$ cat src/rtl/disp_pkg.sv
//==============================================================================
// Module      : disp_pkg
// Description : Shared constants for the 7-segment display blocks: blank and
//               off codes, default scan/blink timer widths and the hex-to-
//               segment lookup table (active-low gfedcba).
// Revision    : 1.0 - initial release
//==============================================================================
`default_nettype none

package disp_pkg;

    localparam logic [7:0] SEG_BLANK = 8'hFF;
    localparam logic [7:0] AN_OFF    = 8'hFF;

    localparam int SCAN_BITS_DEF  = 17;
    localparam int BLINK_BITS_DEF = 25;

    typedef logic [2:0] digit_idx_t;

    // Entry k is the active-low gfedcba pattern for hex digit k (0..F).
    localparam logic [15:0][6:0] HEX_SEG = {
        7'h0E, 7'h06, 7'h21, 7'h46,   // F E d C
        7'h03, 7'h08, 7'h10, 7'h00,   // b A 9 8
        7'h78, 7'h02, 7'h12, 7'h19,   // 7 6 5 4
        7'h30, 7'h24, 7'h79, 7'h40    // 3 2 1 0
    };

endpackage

`default_nettype wire

$ cat src/rtl/hex_to_seg.sv
//==============================================================================
// Module      : hex_to_seg
// Description : Combinational hex nibble to active-low 7-segment decoder
//               (gfedcba), full 0-F alphabet.
// Revision    : 1.0 - initial release
//==============================================================================
`default_nettype none

module hex_to_seg
    import disp_pkg::*;
(
    input  logic [3:0] i_nibble,
    output logic [6:0] o_seg
);

    // Straight table lookup; shared by every display block.
    assign o_seg = HEX_SEG[i_nibble];

endmodule

`default_nettype wire

$ cat src/rtl/hex_scan8_display.sv
//==============================================================================
// Module      : hex_scan8_display
// Description : Time-multiplexes a 32-bit value onto an 8-digit common-anode
//               7-segment display with per-digit blink, decimal point and
//               enable. All per-digit inputs are snapshotted once per frame
//               so a frame never mixes old and new data.
// Revision    : 1.0 - initial release
//==============================================================================
`default_nettype none

module hex_scan8_display
    import disp_pkg::*;
#(
    parameter int SCAN_BITS  = SCAN_BITS_DEF,
    parameter int BLINK_BITS = BLINK_BITS_DEF
) (
    input  logic        clk,
    input  logic        rst_n,
    input  logic [31:0] disp_data,
    input  logic [7:0]  blink,
    input  logic [7:0]  point,
    input  logic [7:0]  digit_en,
    output logic [7:0]  AN,
    output logic [7:0]  SEGMENT,
    output logic        frame_start
);

    logic [SCAN_BITS-1:0]  r_scan_cnt;
    logic [BLINK_BITS-1:0] r_blink_cnt;
    digit_idx_t            r_idx;
    logic [31:0]           r_sh_data;
    logic [7:0]            r_sh_blink;
    logic [7:0]            r_sh_point;
    logic [7:0]            r_sh_en;
    logic                  r_armed;
    logic [7:0]            r_an;
    logic [7:0]            r_seg;
    logic                  r_frame_start;

    logic                  w_tick;
    logic                  w_wrap;
    logic                  w_blink_off;
    logic [3:0]            w_nibble;
    logic [6:0]            w_seg7;
    logic                  w_blank;

    assign w_tick      = &r_scan_cnt;
    assign w_wrap      = w_tick && (r_idx == 3'd7);
    assign w_blink_off = r_blink_cnt[BLINK_BITS-1];
    assign w_nibble    = r_sh_data[{r_idx, 2'b00} +: 4];
    assign w_blank     = !r_sh_en[r_idx] || (r_sh_blink[r_idx] && w_blink_off);

    hex_to_seg u_hex_to_seg (
        .i_nibble (w_nibble),
        .o_seg    (w_seg7)
    );

    // Free-running dwell and blink timers; independent of each other.
    always_ff @(posedge clk) begin
        if (!rst_n) begin
            r_scan_cnt  <= '0;
            r_blink_cnt <= '0;
        end else begin
            r_scan_cnt  <= r_scan_cnt + 1'b1;
            r_blink_cnt <= r_blink_cnt + 1'b1;
        end
    end

    // Digit index advance, frame snapshot on the 7->0 wrap, frame_start pulse.
    always_ff @(posedge clk) begin
        if (!rst_n) begin
            r_idx         <= '0;
            r_sh_data     <= '0;
            r_sh_blink    <= '0;
            r_sh_point    <= '0;
            r_sh_en       <= '0;
            r_armed       <= 1'b0;
            r_frame_start <= 1'b0;
        end else begin
            r_frame_start <= w_wrap;
            if (w_tick) begin
                r_idx <= r_idx + 3'd1;
            end
            if (w_wrap) begin
                r_sh_data  <= disp_data;
                r_sh_blink <= blink;
                r_sh_point <= point;
                r_sh_en    <= digit_en;
                // Anodes stay dark until the first snapshot exists.
                r_armed    <= 1'b1;
            end
        end
    end

    // Registered anode/segment drive so both pins switch on the same edge.
    always_ff @(posedge clk) begin
        if (!rst_n) begin
            r_an  <= AN_OFF;
            r_seg <= SEG_BLANK;
        end else if (r_armed) begin
            r_an  <= ~(8'b1 << r_idx);
            r_seg <= w_blank ? SEG_BLANK : {~r_sh_point[r_idx], w_seg7};
        end else begin
            r_an  <= AN_OFF;
            r_seg <= SEG_BLANK;
        end
    end

    assign AN          = r_an;
    assign SEGMENT     = r_seg;
    assign frame_start = r_frame_start;

endmodule

`default_nettype wire

$ cat config.mk
export PLATFORM = sky130hd
export DESIGN_NAME = hex_scan8_display
export DESIGN_NICKNAME = d
export VERILOG_FILES = /design/src/rtl/disp_pkg.sv /design/src/rtl/hex_to_seg.sv /design/src/rtl/hex_scan8_display.sv
export SDC_FILE = /design/constraint.sdc
export NUM_CORES = 1
export LEC_CHECK = 0
export CORE_UTILIZATION = 45
export CTS_BUF_LIST = sky130_fd_sc_hd__clkbuf_8
export CTS_CLUSTER_SIZE = 16
export DETAILED_ROUTE_END_ITERATION = 10
export PLACE_DENSITY = 0.68
export SKIP_LAST_GASP = 1
export SLEW_MARGIN = 25
export SYNTH_ARGS = -nofsm -noshare
export SYNTH_HDL_FRONTEND = slang
export SYNTH_SLANG_ARGS = --single-unit
$ cat constraint.sdc
create_clock -name clk -period 3.18 [get_ports clk]
set_input_delay 0.636 -clock clk [delete_from_list [all_inputs] [get_ports clk]]
set_output_delay 0.636 -clock clk [all_outputs]
set_load 0.05 [all_outputs]
=== Word-level counts from Yosys, hierarchy flattened ===
Memories as Yosys holds them, arrays and structs flattened. A register that Yosys moved wholly into a read port is not among the register bits.
Index checks and enable logic that the tools add are counted.

* Add/sub/neg operators: 3
* Magnitude comparators: 2
* Equal/unequal tests: 1
* Shifts and indexed selects: 2
* Multiplexer cells: 7
* Bitwise operators: 4
* Reduce and logical (&&, ||, !) cells: 7

{| class="wikitable"
|+ Operators with widths
! kind !! number
|-
| variable part select 32 x 6 -> 4 bit || 1
|-
| adder 25 x 1 -> 25 bit, second input constant || 1
|-
| adder 17 x 1 -> 17 bit, second input constant || 1
|-
| AND reduction 17 bit || 1
|-
| binary-select mux 1 bit (select 3 bit) || 3
|-
| inverter 8 bit || 1
|-
| left shift 1 x 3 -> 8 bit, first input constant || 1
|-
| 2-to-1 mux 7 bit || 1
|-
| less-than comparator 4 x 5 -> 1 bit, second input constant || 1
|-
| less-than comparator 3 x 4 -> 1 bit, second input constant || 1
|-
| adder 3 x 1 -> 3 bit, second input constant || 1
|-
| equality test 3 bit, second input constant || 1
|-
| 2-to-1 mux 1 bit || 3
|-
| inverter 1 bit || 3
|-
| OR reduction 3 bit || 1
|-
| logical AND 1 bit || 2
|-
| AND reduction 2 bit || 1
|-
| logical NOT 1 bit || 1
|-
| logical OR 1 bit || 1
|}

* Register bits after elaboration: 119
* Bits in read-only memories: 112
* Bits of input ports: 58
* Output and inout bits: 17
* Memories kept: 1

{| class="wikitable"
|+ Memories
! name !! words !! width !! read ports !! clocked after Yosys merged registers in !! wr ports !! line !! RTL
|-
| (name not given) || 16 || 7 || 1 || 1 || 0 || hex_to_seg.sv:17 || <nowiki>assign o_seg = HEX_SEG[i_nibble];</nowiki>
|}

=== Depth between registers and ports, before layout ===
Gate-level depths: netlist (run 1).

* Depth in word-level cells: 5
* Depth in mapped cells: 11
* Depth with buffers taken out: 8

=== Cells and area by module ===
A second synthesis (run 1) with hierarchy kept.

* Cell total of the unflattened synthesis: 585
* Area, all modules: 5171.2 sq um

{| class="wikitable"
|+ Modules (own cells, without submodules)
! module !! instances !! cells each !! area an instance (sq um) !! sequential area each (sq um)
|-
| hex_scan8_display || 1 || 553 || 4895.9 || 2382.3
|-
| hex_to_seg || 1 || 32 || 275.3 || 0.0
|}

=== Least setup slack after synthesis (run 1) ===
OpenSTA, ideal clock, no wires.

* Path kind: flip-flop to flip-flop
* Start point: reg r_scan_cnt[0]
* End point: reg r_sh_blink[0]
* Setup time: 76 ps
* Data arrival time: 2334 ps
* Setup slack: 770 ps
* Cell stages (with the launch flop): 12
* Path through: dfxtp_1 ha_1 nand2_1 nor4_1 and3_1 ha_1 clkbuf_1 and2_1 buf_2 clkbuf_1 nand2_1 a21boi_0

* Cells in the longest elaborated chain, start to end: 2

{| class="wikitable"
|+ Ends and longest elaborated chain
! element !! line !! RTL
|-
| from (decl) || hex_scan8_display.sv:28 || <nowiki>logic [SCAN_BITS-1:0] r_scan_cnt;</nowiki>
|-
| from (signal assigned) || hex_scan8_display.sv:64 || <nowiki>r_scan_cnt <= r_scan_cnt + 1'b1;</nowiki>
|-
| AND reduction 17 bit || hex_scan8_display.sv:47 || <nowiki>assign w_tick = &r_scan_cnt;</nowiki>
|-
| net w_tick || hex_scan8_display.sv:40 || <nowiki>logic w_tick;</nowiki>
|-
| logical AND 1 bit || hex_scan8_display.sv:48 || <nowiki>assign w_wrap = w_tick && (r_idx == 3'd7);</nowiki>
|-
| to (signal assigned) || hex_scan8_display.sv:86 || <nowiki>r_sh_blink <= blink;</nowiki>
|-
| to (decl) || hex_scan8_display.sv:32 || <nowiki>logic [7:0] r_sh_blink;</nowiki>
|}

The timed path passes the listed nets, and every way through them passes these cells.
A chain may end at the register's enable or synchronous reset.

=== Final worst setup path (run 1) ===
* Start point: reg r_scan_cnt[0]
* End point: reg r_sh_data[14]

* Cells in the longest elaborated chain, start to end: 2

{| class="wikitable"
|+ Ends and longest elaborated chain
! element !! line !! RTL
|-
| AND reduction 17 bit || hex_scan8_display.sv:47 ||
|-
| net w_tick || hex_scan8_display.sv:40 ||
|-
| logical AND 1 bit || hex_scan8_display.sv:48 ||
|-
| to (signal assigned) || hex_scan8_display.sv:85 || <nowiki>r_sh_data <= disp_data;</nowiki>
|-
| to (decl) || hex_scan8_display.sv:31 || <nowiki>logic [31:0] r_sh_data;</nowiki>
|}

The timed path passes the listed nets, and every way through them passes these cells.

==> flow_metrics.env, run 1 <==
export IMPL_outcome="completed"
export IMPL_cts_setup_buffers=0
export IMPL_core_area_sq_um=11420
export IMPL_start_kind="flop"
export IMPL_synth_seq_area_share_pct=45.21
export IMPL_hold_class="reg2reg"
export IMPL_antennaDiodeCount=0
export IMPL_syn_to_final_growth_pct=22.16
export IMPL_period_minus_slack_ns=2.708
export IMPL_fp_dieH_microns=110.2
export IMPL_drive_gt1_share_pct=8.736
export IMPL_critPathMaxFanout=32
export IMPL_slew_headroom_pct=44.60
export IMPL_drc_errors=0
export IMPL_synth_largest_area_cell="dfxtp_1"
export IMPL_ff2ff_setup_slack_ns=0.47
export IMPL_clk_latency_ns=0.43
export IMPL_io_pins=75
export IMPL_clock_sinks=119
export IMPL_dr_first_iter_drc_count=147
export IMPL_cp_end_kind="flop"
export IMPL_avgSynthCellArea_sq_um=9.342
export IMPL_tritoncts="built"
export IMPL_synth_cell_type_count=40
export IMPL_final_hold_violation_count=0
export IMPL_gp_congestion=0.7491
export IMPL_yosysTopAreaCellShare_pct=45.21
export IMPL_synth_area_top_cells="dfxtp_1 (45%), nand2_1 (10%), a21boi_0 (8.8%)"
export IMPL_timing_hold_ws_ns=0.4602
export IMPL_synth_ff_type="dfxtp_1"
export IMPL_p_leak_nw=2.315
export IMPL_antenna_left=0
export IMPL_power_ir_vdd_worst_v=0.0002304
export IMPL_ys_ff_latch=119
export IMPL_power_density_nw_per_um2=448.2
export IMPL_worst_setup_path_type="reg2reg"
export IMPL_syn_area_sq_um=5269
export IMPL_grt_pass1_vias=3838
export IMPL_dr_pass1_iters=4
export IMPL_die_x_microns=110.2
export IMPL_fin_crit_sh_pct=85.16
export IMPL_tightest_slew_ns=0.8311
export IMPL_synthArstFlopShare_pct=0
export IMPL_start_util_pct=46.14
export IMPL_grt_setup_unrepaired="no"
export IMPL_ctsRootBufferMaster="clkbuf_8"
export IMPL_die_area_sq_um=12150
export IMPL_cp_arrival_ns=3.01
export IMPL_routed_wl_microns=10250
export IMPL_cts_resized=0
export IMPL_fin_worst_skew_ns=0.01562
export IMPL_cp_required_ns=3.49
export IMPL_row_count=39
export IMPL_vias=3935
export IMPL_max_freq_ghz=0.3693
export IMPL_grt_pass1_wl_microns=17280
export IMPL_dpl_cell_area_sq_um=6062
export IMPL_port_buffers=74
export IMPL_synth_edf_count=0
export IMPL_synth_cells=564
export IMPL_grt_max_degree=112
export IMPL_fin_area_sq_um=6436
export IMPL_maxCapViolations=0
export IMPL_clockBufferDepth=2
export IMPL_htree_levels=4
export IMPL_setup_tns_ns=0
export IMPL_synth_most_common_cell="nand2_1"
export IMPL_clk_pin_slew_worst_paths_ns=0.08
export IMPL_grt_antenna_before_repair=0
export IMPL_overflow=0
export IMPL_cts_hold_buf=0
export IMPL_layout_nets=701
export IMPL_slew_viol_final=0
export IMPL_viasPerCell=5.019
export IMPL_grtUsageTotal_pct=18.61
export IMPL_numCtsBuffers=17
export IMPL_synth_common_cells="nand2_1 (143), dfxtp_1 (119), a21boi_0 (62)"
export IMPL_setup_violations=0
export IMPL_avgRoutedWirePerCell_microns=13.07
export IMPL_synth_nets=637
export IMPL_ys_warn_count=0
export IMPL_hpwl_microns=7132
==> stage by stage <==
| stage | setup slack [ns] | power [mW] | util, % | cells |
|---|---|---|---|---|
| floorplan | 0.7703 | 1.569 | - | 564 |
| global placement | 0.6338 | 1.646 | 53.09 | 752 |
| detailed placement | 0.4864 | 1.647 | 53.09 | 752 |
| CTS | 0.4470 | 2.918 | 56.37 | 784 |
| global route | 0.2012 | 2.978 | 56.37 | 784 |
| finish | 0.4719 | 2.885 | 56.37 | 784 |
==> final timing paths <==
check / depth (start not counted) / to / startpoint
worst max-delay path: 9 / r_sh_data[14] / r_scan_cnt[0]
worst min-delay path: 2 / r_sh_data[6] / r_sh_data[6]
worst max register to register: 9 / r_sh_data[14] / r_scan_cnt[0]
worst min register to register: 2 / r_sh_data[6] / r_sh_data[6]
==> kinds of logic (layout without fill, tap and decap cells) <==
family | Yosys count | in the layout | synth area share, %
flops | 119 | 119 | 45.21
compound gates | 79 | 79 | 11.35
buf+inv | 46 | 123 | 3.942
simple gates | 252 | 252 | 22.54
fa+ha+maj | 15 | 15 | 3.562
mux | 21 | 21 | 8.074
xor+xnor | 32 | 32 | 5.319
==> critical path: stages (launching register included) <==
cell and delay, ns:
dfxtp_1 0.37, ha_1 0.22, nand2_1 0.10, nor4_1 0.42, and3_1 0.24, ha_1 0.31, nand2_2 0.35, buf_4 0.36
nand2_1 0.10, a21boi_0 0.09
==> power breakdown <==
group          switching (mW)  total [mW]  internal (mW)
logic                  0.0312       0.109         0.0776
registers             0.00682        1.50           1.50
clock network           0.634        1.27          0.640
total                   0.672        2.88           2.21
==> per-layer routing <==
layer  part of all wire, %  track usage [%]  up-vias
met5                     0                0        -
met4                   1.2            7.613        0
met3                   3.6            4.115       11
met2                    48            31.92       72
met1                    47            22.59     1817
li1                      -                -     2035
==> cell type report <==
class	count	area (sq um)
inverters	12	45.04
clock buffers	18	247.7
repair buffers	79	773.2
well taps	143	178.9
flip-flops and latches	119	2382
fillers	1055	4982
clock inverters	14	126.4
multi-input cells	399	2683
==> registers in the layout (all words and copies together), names as in the netlist <==
name	cells
r_scan_cnt	17
r_idx	3
r_armed	1
r_blink_cnt	25
r_sh_en	8
AN	8
frame_start	1
r_sh_data	32
SEGMENT	8
r_sh_blink	8
r_sh_point	8
==> cell usage in the layout, fill, tap and decap left out, drive strengths merged <==
cell type        n
a22o             1
and2            36
o211ai           3
o211a            1
o311ai           1
nor4             5
nor2             3
buf              6
or3              6
ha              15
o21a             1
nor3             8
mux4            14
a221oi           1
mux2             1
nor2b            6
nand4           10
clkbuf          18
dfxtp          119
nand2b           1
o21ai            8
clkinvlp         8
mux2i            6
nand2          143
and3             4
and2b            1
xor2            14
a211o            1
clkinv           3
and4             5
bufinv           1
xnor2           18
nand3           24
inv             14
clkdlybuf4s50   73
a21boi          62
(Power assumes the default switching activity.)
==> run 2: changes to the inputs <==
- PLACE_DENSITY: 0.68 -> 0.71
- REMOVE_ABC_BUFFERS: unset -> 1
==> run 2 against run 1 <==
Effect of this change: worst setup slack better by 0.0071 ns; non-clock buffer count up 2; global-route usage up 0.12 points; register-to-register slack about the same; sequential cell count unchanged; via count down 0.79%; sequential power about the same; critical path depth down 3; critical endpoint is now SEGMENT[6].
==> flow_metrics.env, run 2 (synthesis gave the netlist of run 1 again) <==
export IMPL_cp_arrival_ns=2.98
export IMPL_overflow=0
export IMPL_die_x_microns=110.2
export IMPL_cts_setup_buffers=0
export IMPL_holdPathEnd="r_sh_en[7]"
export IMPL_ctsRootBufferMaster="clkbuf_8"
export IMPL_port_buffers=74
export IMPL_tightest_slew_ns=0.6420
export IMPL_dr_first_iter_drc_count=166
export IMPL_syn_to_final_growth_pct=23.06
export IMPL_p_leak_nw=2.353
export IMPL_slowest_stage="dfxtp_1"
export IMPL_grt_pass1_wl_microns=17270
export IMPL_r2r_end="SEGMENT[6]"
export IMPL_cp_cell_sequence="buf_4, mux4_1, mux2i_2, mux2_1, nand2_1, nand3_1"
export IMPL_hold_class="reg2reg"
export IMPL_fin_crit_sh_pct=84.94
export IMPL_cts_resized=0
export IMPL_ff2ff_setup_slack_ns=0.48
export IMPL_cts_hold_buf=0
export IMPL_cp_required_ns=3.46
export IMPL_largest_reg_flops=32
export IMPL_setup_violations=0
export IMPL_period_minus_slack_ns=2.701
export IMPL_layout_nets=703
export IMPL_pwr_share_clk_pct=46.0
export IMPL_clk_latency_ns=0.43
export IMPL_swShare_pct=21.21
export IMPL_final_hold_violation_count=0
export IMPL_viasPerCell=4.967
export IMPL_power_ir_vdd_worst_v=0.0006013
export IMPL_clock_sinks=119
export IMPL_p_sw_mw=0.6352
export IMPL_layout_commonest_cell="nand2_1"
export IMPL_fin_util_pct=56.78
export IMPL_avgRoutedWirePerCell_microns=13.25
export IMPL_row_count=39
export IMPL_power_frac_seq_pct=50.2
export IMPL_power_internal_mw=2.359
export IMPL_max_stage_delay_ns=0.63
export IMPL_largest_register="r_sh_data"
export IMPL_grt_antenna_before_repair=0
export IMPL_antennaDiodeCount=0
export IMPL_max_freq_ghz=0.3702
export IMPL_start_util_pct=46.14
export IMPL_setup_tns_ns=0
export IMPL_tritoncts="built"
export IMPL_core_area_sq_um=11420
export IMPL_hpwl_microns=7295
export IMPL_antenna_left=0
export IMPL_power_mw=2.995
export IMPL_outcome="completed"
export IMPL_htree_levels=4
export IMPL_comb_power_share_pct=3.8
export IMPL_drc_errors=0
export IMPL_n_fill_cell=1079
export IMPL_clockBufferDepth=2
export IMPL_die_area_sq_um=12150
export IMPL_grt_max_degree=57
export IMPL_routed_wl_microns=10410
export IMPL_whs_path_depth=2
export IMPL_dr_pass1_iters=4
export IMPL_worst_setup_path_type="reg2reg"
export IMPL_r2r_start="r_idx[0]"
export IMPL_grtUsageTotal_pct=18.73
export IMPL_grt_pass1_vias=3735
export IMPL_grt_setup_unrepaired="no"
export IMPL_io_pins=75
export IMPL_slew_headroom_pct=56.36
export IMPL_holdCritStartpoint="r_sh_en[7]"
export IMPL_critPathTopFamily="multiplexers"
export IMPL_crit_buf_inv=1
export IMPL_fp_dieH_microns=110.2
export IMPL_final_cell_mix="nand2_1 (142), dfxtp_1 (119), clkdlybuf4s50_1 (73)"
export IMPL_critPathMaxFanout=11
export IMPL_top_regs="r_sh_data (32), r_blink_cnt (25), r_scan_cnt (17)"
export IMPL_power_density_nw_per_um2=461.8
export IMPL_maxCapViolations=0
export IMPL_clk_pin_slew_worst_paths_ns=0.07
export IMPL_reg2regPathDepth=6
export IMPL_fin_worst_skew_ns=0.01064
export IMPL_start_kind="flop"
export IMPL_vias=3904
export IMPL_numCtsBuffers=17
export IMPL_cp_end_kind="flop"
export IMPL_gp_congestion=0.7587
export IMPL_slew_viol_final=0
export IMPL_drive_gt1_share_pct=8.865
[run 2: worst max path at each step]
| stage | startpoint | endpoint | slack (ns) | depth (start not counted) |
|---|---|---|---|---|
| 6_report | r_idx[0] | SEGMENT[6] | 0.48 | 6 |
| 4_1_cts | r_idx[0] | SEGMENT[6] | 0.46 | 6 |
| 5_1_grt | r_idx[0] | SEGMENT[6] | 0.32 | 6 |
| 2_1_floorplan | r_scan_cnt[0] | r_sh_blink[0] | 0.40 | 8 |
| 3_5_place_dp | r_idx[0] | SEGMENT[6] | 0.49 | 6 |
| 3_3_place_gp | r_idx[0] | SEGMENT[6] | 0.55 | 6 |
[run 2: stage by stage]
stage / setup slack [ns] / cell area [sq um] / hold slack [ns] / std cells
after floorplan: 0.3974 / 5106 / 0.4367 / 530
after global placement: 0.5545 / 6077 / 0.4484 / 754
after detailed placement: 0.4933 / 6077 / 0.4549 / 754
after CTS: 0.4647 / 6484 / 0.4653 / 786
after global routing: 0.3201 / 6484 / 0.4799 / 786
final: 0.4789 / 6484 / 0.4610 / 786
[run 2: layout make-up]
cell class              count  area, sq um  share of cell area [%]
multi-input cells         399         2683                   41.37
flip-flops and latches    119         2382                   36.74
repair buffers             81        788.3                   12.16
clock buffers              18        247.7                   3.821
well taps                 143        178.9                   2.760
clock inverters            14        158.9                   2.451
inverters                  12        45.04                  0.6947
[run 2: worst register-to-register path, cell delays in order, from the launching register on]
cell	delay (ns)
dfxtp_1	0.63
buf_4	0.26
mux4_1	0.58
mux2i_2	0.54
mux2_1	0.39
nand2_1	0.07
nand3_1	0.07
[run 2: power by group through the flow]
stage | combinational [mW] | clock, mW | sequential, mW
2_1_floorplan | 0.0203 | 0 | 1.54
4_1_cts | 0.115 | 1.42 | 1.50
5_1_grt | 0.123 | 1.48 | 1.50
3_3_place_gp | 0.114 | 0 | 1.54
6_report | 0.114 | 1.38 | 1.50
3_5_place_dp | 0.114 | 0 | 1.54
[run 2: metal layers]
metal / vias up / global-route usage, % / routed length, microns / share of wire, %
met4: 0 / 6.485 / 122 / 1.2
li1: 2037 / - / - / -
met5: - / 0 / 0 / 0
met1: 1800 / 22.82 / 4962 / 48
met2: 56 / 31.70 / 5030 / 48
met3: 11 / 5.291 / 297 / 2.9
